[src/rtl/fetch_if.sv]
// Instruction-memory request/response bus between the fetch stage and imem.
//   req  : request valid (fetch -> imem)
//   addr : request address, held stable until acked (fetch -> imem)
//   ack  : response valid, may assert in the request cycle (imem -> fetch)
//   data : instruction word, valid with ack (imem -> fetch)
interface fetch_if #(
  parameter int unsigned WORDSIZE = 64,
  parameter int unsigned INSTSIZE = 32
);
  logic                req;
  logic [WORDSIZE-1:0] addr;
  logic                ack;
  logic [INSTSIZE-1:0] data;

  modport master (output req, output addr, input ack, input data);
  modport slave  (input req, input addr, output ack, output data);
endinterface

[src/rtl/fetch.sv]
// Instruction-fetch stage of the pipelined LEGv8 core.
// Owns the fetch PC, issues requests over the imem req/ack bus and presents
// {nop, pc, inst} to the IF/ID register. Handles variable-latency memory,
// an ID stall via a one-entry hold buffer, and taken-branch redirects that
// squash an in-flight response.
// Ports:
//   clk, rst : clock, asynchronous active-high reset
//   stall    : ID hazard stall, IF/ID holds pc/inst while high
//   branch   : taken branch / redirect this cycle
//   target   : redirect address (bits [1:0] forced to zero)
//   imem     : instruction memory bus (master side)
//   nop      : registered bubble flag, downstream ignores pc/inst when 1
//   pc, inst : registered address and word of the presented instruction
module fetch #(
  parameter int unsigned         WORDSIZE  = 64,
  parameter int unsigned         INSTSIZE  = 32,
  parameter logic [WORDSIZE-1:0] RESET_PC  = '0,
  parameter logic [WORDSIZE-1:0] INST_STEP = WORDSIZE'(4)
) (
  input  logic                clk,
  input  logic                rst,
  input  logic                stall,
  input  logic                branch,
  input  logic [WORDSIZE-1:0] target,
  fetch_if.master             imem,
  output logic                nop,
  output logic [WORDSIZE-1:0] pc,
  output logic [INSTSIZE-1:0] inst
);

  typedef enum logic [1:0] {
    IDLE    = 2'd0,
    REQ     = 2'd1,
    HOLD    = 2'd2,
    DISCARD = 2'd3
  } state_t;

  state_t              state;
  logic [WORDSIZE-1:0] reqpc;
  logic [WORDSIZE-1:0] tgt;
  logic [WORDSIZE-1:0] hold_pc;
  logic [INSTSIZE-1:0] hold_inst;

  logic [WORDSIZE-1:0] tgt_al;
  logic                advance;

  // Word-aligned redirect address.
  assign tgt_al  = target & ~WORDSIZE'(3);
  assign advance = !stall || branch;

  // Request is a pure decode of the state register; address is the fetch PC,
  // which only moves on ack or on a redirect outside DISCARD.
  assign imem.req  = (state == REQ) || (state == DISCARD);
  assign imem.addr = reqpc;

  // Fetch FSM with registered IF/ID outputs.
  always_ff @(posedge clk or posedge rst) begin
    if (rst) begin
      state     <= IDLE;
      reqpc     <= RESET_PC;
      tgt       <= '0;
      hold_pc   <= '0;
      hold_inst <= '0;
      nop       <= 1'b1;
      pc        <= '0;
      inst      <= '0;
    end else begin
      case (state)
        IDLE: begin
          state <= REQ;
        end

        REQ: begin
          if (branch) begin
            nop <= 1'b1;
            if (imem.ack) begin
              // Response for the wrong path is dropped; restart at target.
              reqpc <= tgt_al;
            end else begin
              // Keep the old address on the bus until its ack drains.
              tgt   <= tgt_al;
              state <= DISCARD;
            end
          end else if (imem.ack) begin
            reqpc <= reqpc + INST_STEP;
            if (!stall) begin
              nop  <= 1'b0;
              pc   <= reqpc;
              inst <= imem.data;
            end else begin
              hold_pc   <= reqpc;
              hold_inst <= imem.data;
              state     <= HOLD;
            end
          end else if (!stall) begin
            nop <= 1'b1;
          end
        end

        HOLD: begin
          if (branch) begin
            // Buffered instruction is on the wrong path; it is simply
            // abandoned and overwritten by the next stalled response.
            nop   <= 1'b1;
            reqpc <= tgt_al;
            state <= REQ;
          end else if (!stall) begin
            nop   <= 1'b0;
            pc    <= hold_pc;
            inst  <= hold_inst;
            state <= REQ;
          end
        end

        DISCARD: begin
          if (advance) begin
            nop <= 1'b1;
          end
          if (imem.ack) begin
            reqpc <= branch ? tgt_al : tgt;
            state <= REQ;
          end else if (branch) begin
            tgt <= tgt_al;
          end
        end

        default: begin
          state <= IDLE;
        end
      endcase
    end
  end

endmodule

[src/flat_wrapper.sv]
// flat-port wrapper written by rule: the top's interface ports become plain ports
module fetch_flat 
#(
  parameter int unsigned         WORDSIZE  = 64,
  parameter int unsigned         INSTSIZE  = 32,
  parameter logic [WORDSIZE-1:0] RESET_PC  = '0,
  parameter logic [WORDSIZE-1:0] INST_STEP = WORDSIZE'(4)
)
  (clk, rst, stall, branch, target, nop, pc, inst, imem_req, imem_addr, imem_ack, imem_data);
  fetch_if #(.WORDSIZE(WORDSIZE), .INSTSIZE(INSTSIZE)) imem_i ();
  input  logic clk;
  input  logic rst;
  input  logic stall;
  input  logic branch;
  input  logic [WORDSIZE-1:0] target;
  output logic nop;
  output logic [WORDSIZE-1:0] pc;
  output logic [INSTSIZE-1:0] inst;
  output wire logic [$bits(imem_i.req)-1:0] imem_req;
  output wire logic [$bits(imem_i.addr)-1:0] imem_addr;
  input wire logic [$bits(imem_i.ack)-1:0] imem_ack;
  input wire logic [$bits(imem_i.data)-1:0] imem_data;
  assign imem_req = imem_i.req;
  assign imem_addr = imem_i.addr;
  assign imem_i.ack = imem_ack;
  assign imem_i.data = imem_data;
  fetch #(.WORDSIZE(WORDSIZE), .INSTSIZE(INSTSIZE), .RESET_PC(RESET_PC), .INST_STEP(INST_STEP)) u_core (.clk(clk), .rst(rst), .stall(stall), .branch(branch), .target(target), .imem(imem_i), .nop(nop), .pc(pc), .inst(inst));
endmodule
[config.mk]
export PLATFORM = sky130hd
export DESIGN_NAME = fetch_flat
export DESIGN_NICKNAME = d
export VERILOG_FILES = /design/src/rtl/fetch_if.sv /design/src/rtl/fetch.sv /design/src/flat_wrapper.sv
export SDC_FILE = /design/constraint.sdc
export NUM_CORES = 1
export LEC_CHECK = 0
export ABC_AREA = 1
export CORE_UTILIZATION = 59
export CTS_CLUSTER_SIZE = 8
export DETAILED_ROUTE_END_ITERATION = 16
export HOLD_SLACK_MARGIN = 0.03
export PLACE_DENSITY = 0.95
export SLEW_MARGIN = 15
export SYNTH_ARGS = -nofsm -noshare
export SYNTH_HDL_FRONTEND = slang
export SYNTH_SLANG_ARGS = --single-unit
[constraint.sdc]
create_clock -name clk -period 23.5 [get_ports clk]
set_clock_uncertainty 0.05 [all_clocks]
set_input_delay 4.7 -clock clk [delete_from_list [all_inputs] [get_ports clk]]
set_output_delay 4.7 -clock clk [all_outputs]
set_load 0.02 [all_outputs]
== Word-level counts from Yosys, hierarchy flattened ==
Cells that the tools add are included.
Cells by class
  multiplexer cells: 38
  reductions and logical operators: 13
  add/subtract/negate cells: 1
  equality and inequality tests: 19
  bitwise logic cells: 1
Operators by type and width (count)
  2-to-1 mux 64 bit: 14
  case mux 64 bit (2 select lines): 2
  case mux 64 bit (3 select lines): 1
  2-to-1 mux 32 bit: 5
  adder 64 x 3 -> 64 bit, second input constant: 1
  case mux 32 bit (2 select lines): 1
  inequality test 2 bit, second input constant: 10
  2-to-1 mux 2 bit: 7
  inequality test 3 bit, second input constant: 4
  AND reduction 4 bit: 3
  case mux 2 bit (4 select lines): 1
  2-to-1 mux 1 bit: 6
  AND reduction 6 bit: 1
  AND reduction 5 bit: 1
  equality test 2 bit, second input constant: 2
  inequality test 4 bit, second input constant: 1
  nonzero test 2 bit: 2
  case mux 1 bit (3 select lines): 1
  AND reduction 3 bit: 1
  nonzero test 3 bit: 1
  equality test 2 x 1 -> 1 bit, second input constant: 1
  logical NOT 2 bit: 1
  logical OR 1 bit: 2
  inequality test 2 x 1 -> 1 bit, second input constant: 1
  other kinds (2): 2
Word-level totals
  output and inout bits: 162
  input bits: 101
  word-level logic and storage cells: 80
  register bits after elaboration: 323

== Logic depth before layout (Yosys ltp) ==
  depth in word-level cells: 4
  depth in mapped cells: 13
  gate-level depth less buffers: 13

== Worst setup path after synthesis ==
OpenSTA, ideal clock, no wires.
  path type: input port to flip-flop
  from: in branch
  to: reg u_core.hold_inst[0]
  data required time: 23.325 ns
  setup time: 0.125 ns
  slack: 17.237 ns
  stages: 9
  path buffers: 2
  arrival: 6.088 ns
  cells stage by stage: buf_4 -> inv_1 -> nand2_1 -> nor2_1 -> nor2_1 -> o211ai_2 -> nor2_4 -> buf_2 -> mux2_2
On the way
  word-level cells in the longest chain between the ends: 2
RTL lines
  start: declaration: line flat_wrapper.sv:14  | input logic branch;
  inverter 1 bit (no line)
  AND reduction 4 bit (no line)
  end signal: assignment: line fetch.sv:92  | hold_inst <= imem.data;
  end: declaration: line fetch.sv:42  | logic [INSTSIZE-1:0] hold_inst;
Every way passes these cells.
A chain may end at the register's enable or synchronous reset.

== Worst setup path in the final report ==
  from: in branch
  to: reg u_core.hold_inst[6]
The elaborated chain is that of the path after synthesis.

==> results by group <==
Final layout
  • Final cell area excluding filler cells: 20,600 um2
  • Area overhead of the layout relative to synthesis: 23.8%
  • Proportion of layout cells with a drive suffix above 1: 0.0511
  • Count of nets after finishing: 2,453
  • Fill cell instance count of the final layout: 2,039

Power and ir drop
  • Part of the power in registers: 0.365
  • Switching component of the power: 0.00141 W
  • Switching part of the total: 0.446
  • Maximum vdd drop: 0.0000902 V
  • Leakage Power: 9.15 nW
  • Power Density: 153 nW/um2
  • Share of total power in the clock network: 0.194
  • Comb power frac: 0.441
  • Int Power: 0.00175 W

Global routing
  • Number of antenna violations at the first check in global routing: 2
  • Met2 Use GR: 0.635
  • Vias in the first global route: 16,700
  • Met3 Track Usage GR: 0.0749
  • First-pass GRT wire length: 88.9 mm
  • Maximum number of pins on one net before global-route repair: 170
  • Aggregate global-route resource usage: 0.395
  • GR Layer Usage met1: 0.514
  • Congestion Overflow GR: 0
  • GRT Max-Usage Layer: met2

Yosys
  • Netlist area before placement: 16,700 um2
  • Top-area cell type share of the netlist area: 0.484
  • Main synth FF type: sky130_fd_sc_hd__dfrtp_1
  • Number of distinct library cells after synthesis: 31
  • Leading cell types by count after synthesis: sky130_fd_sc_hd__nand2_1, sky130_fd_sc_hd__dfrtp_1, sky130_fd_sc_hd__nor2_1
  • Number of enable-type register cells in the synthesized netlist: 0
  • Cell with the most instances after synthesis: sky130_fd_sc_hd__nand2_1
  • Top cell type by total area after synthesis: sky130_fd_sc_hd__dfrtp_1
  • Post-Synthesis Cells: 2,163
  • Net count after synthesis: 2,265
  • Ranking of synthesized cells by area: sky130_fd_sc_hd__dfrtp_1, sky130_fd_sc_hd__nand2_1, sky130_fd_sc_hd__nor2_1
  • Share of synthesized flip-flops with an asynchronous set or reset: 1.00
  • Part of the Yosys area used for sequential elements: 0.485
  • Ys Warns: 0
  • Mean area per synthesized cell: 7.70 um2
  • Post-synthesis register bit count: 323

Route
  • Residual DRC: 0
  • Routed WL per cell: 20.6 um
  • Drt total wl: 56.7 mm
  • Post-detailed-route count of antenna-violating nets: 0
  • Detailed Routing Iterations Pass 1: 6
  • Mean number of vias per cell: 6.23
  • Detailed-route via count: 17,100
  • Number of DRC markers after the initial detailed-route iteration: 2,147

Critical path
  • Worst Setup End Kind: register
  • Setup slack of the worst register-to-register path: 18.51 ns
  • Nature of the critical path startpoint: input pin
  • Critical path type: in -> reg
  • Reg-to-reg endpoint: u_core.hold_inst[6]
  • Reg2reg start: u_core.state[1]
  • Top cell by count, worst path: sky130_fd_sc_hd__buf_4
  • Signal arrival time at the worst endpoint: 9.48 ns
  • Highest cell delay on the worst timing path: 0.77 ns
  • Data required time of the critical path: 23.88 ns
  • Critical path fanouts, max: 66
  • Chain of cells forming the critical path: buf_2, buf_4, inv_2, nand2_1, nor2_1, nor2_1, o211ai_2, nor2_4, buf_4, buf_4, mux2_2
  • Worst-path cell with the longest stage delay: sky130_fd_sc_hd__nor2_4
  • Number of cell instances on the worst register-to-register path: 9

STA
  • Hold Fails Final Rpt: 0
  • Final worst path period need: 9.10 ns
  • Fin Hold WS: 0.432 ns
  • Unrepaired setup endpoints after global routing: no
  • Worst slew pin tran: 1.18 ns
  • Setup TNS: 0 ns
  • Count of endpoints failing setup in the final report: 0
  • Achievable clock frequency: 0.110 GHz
  • Fin. max-slew vios: 0
  • Fraction of the cycle the final worst path needs: 0.387
  • Slew Limit Headroom: 0.213
  • Setup slack of the critical path after layout: 14.40 ns

Job
  • Number of max-capacitance violations reported: 0

Min path
  • Path class of the lowest-slack min-delay path: reg -> reg
  • Hold-critical path endpoint: u_core.tgt[14]
  • Hold path startpoint: u_core.tgt[14]
  • Number of stages on the worst hold path: 2

Clock network
  • TritonCTS clock tree: yes
  • Number of gates resized after CTS: 0
  • Number of levels the H-tree was split into: 2
  • Root buffer cell: sky130_fd_sc_hd__clkbuf_16
  • CTS buffer count: 46
  • Clk sink count: 323
  • Insertion delay of the later-clocked pin in the worst-skew pair: 0.56 ns
  • Hold bufs inserted after CTS: 0
  • Clock edge transition at the registers on the reported setup and hold paths: 0.05 ns
  • Buffer levels on the longest clock path: 3
  • Number of buffers added for setup after CTS: 0

Floorplanning
  • Overall die height: 170 um
  • Initial standard-cell utilization of the core: 0.599
  • Die area: 28,900 um2
  • Total I/O pin count: 263
  • Number of rows created at floorplan: 61
  • Die outline width: 170 um
  • Area of the core region: 27,800 um2

Place
  • Dpl hpwl: 36.4 mm
  • Area of placed instances: 19,300 um2
  • Port bufs: 260
  • Pre-CTS setup slack: 13.96 ns
  • Final GP Congestion: 0.937

Outcome
  • Result of the run: finished, final reports clean
## routing by layer
| metal | wire [um] | part of all wire | vias to the layer above |
|---|---|---|---|
| li1 | - | - | 7559 |
| met1 | 21100 | 0.37 | 8109 |
| met2 | 26300 | 0.46 | 1212 |
| met3 | 6500 | 0.11 | 226 |
| met4 | 2770 | 0.049 | 0 |
| met5 | 0 | 0 | - |
## critical path, delay by kind of cell
family                 cells  cell delay, ns
AO/OA/AOI/OAI              1            0.44
AND/OR/NAND/NOR            4            1.73
buffers and inverters      5            2.12
multiplexers               1            0.41
## area by class of cell
cell class	count	area [um2]	area share
clock inverters	4	88.8	0.00431
clock buffers	59	1200	0.0582
inverters	134	512	0.0248
well taps	378	473	0.0230
multi-input cells	1568	7490	0.364
flip-flops and latches	323	8090	0.392
diodes	2	5.00	0.000243
repair buffers	278	2750	0.133
## placed cells by master (no fill, tap or decap), drive strengths merged, types with 9 or more instances in the layout
cell / n
a211oi: 17
a21oi: 146
a22oi: 12
a31oi: 96
buf: 19
clkbuf: 59
clkdlybuf4s50: 259
dfrtp: 322
inv: 134
mux2: 40
nand2: 602
nand3: 115
nand4: 11
nor2: 308
o21ai: 134
o221ai: 44
xnor2: 15
xor2: 9
## cell families (layout without fill, tap and decap cells)
| kind of cell | count (synthesis) | count (layout) | share of synthesized area |
|---|---|---|---|
| simple gates | 1042 | 1042 | 0.247 |
| compound gates | 461 | 461 | 0.162 |
| flops | 323 | 323 | 0.485 |
| buf+inv | 272 | 475 | 0.0656 |
| mux | 40 | 40 | 0.0271 |
| xor+xnor | 24 | 24 | 0.0126 |
| fa+ha+maj | 1 | 1 | 0.000751 |
| other cells | 0 | 2 | 0 |
## power by group through the flow
stage	sequential [W]	clock, W	combinational, W
6_report	0.00115	0.000613	0.00139
5_1_grt	0.00117	0.000636	0.00151
4_1_cts	0.00113	0.000611	0.00138
3_5_place_dp	0.00113	0	0.00136
3_3_place_gp	0.00112	0	0.00131
2_1_floorplan	0.00118	0	0.000704
## state kept, by name, indices dropped and copies added (netlist names)
name	count
u_core.tgt	64
u_core.imem.addr	64
u_core.state	2
u_core.nop	1
u_core.inst	32
u_core.pc	64
u_core.hold_pc	64
u_core.hold_inst	32
## per-stage QoR
stage | total power, W | util | std cells
2_1_floorplan | 0.00188 | - | 2163
3_3_place_gp | 0.00242 | 0.695 | 2681
3_5_place_dp | 0.00249 | 0.695 | 2681
4_1_cts | 0.00312 | 0.742 | 2744
5_1_grt | 0.00332 | 0.742 | 2746
6_report | 0.00316 | 0.742 | 2746
## worst max-delay path by stage
stage | startpoint | endpoint | slack, ns | cells after the start
final | branch | u_core.hold_inst[6] | 14.40 | 11
after global routing | branch | u_core.hold_inst[5] | 14.16 | 11
after CTS | branch | u_core.hold_inst[6] | 14.52 | 11
after detailed placement | branch | u_core.hold_inst[6] | 13.96 | 11
after global placement | branch | u_core.hold_inst[5] | 14.11 | 11
after floorplan | rst | u_core.hold_inst[0] | 9.81 | 1
Power figures use the tool's default switching activity.
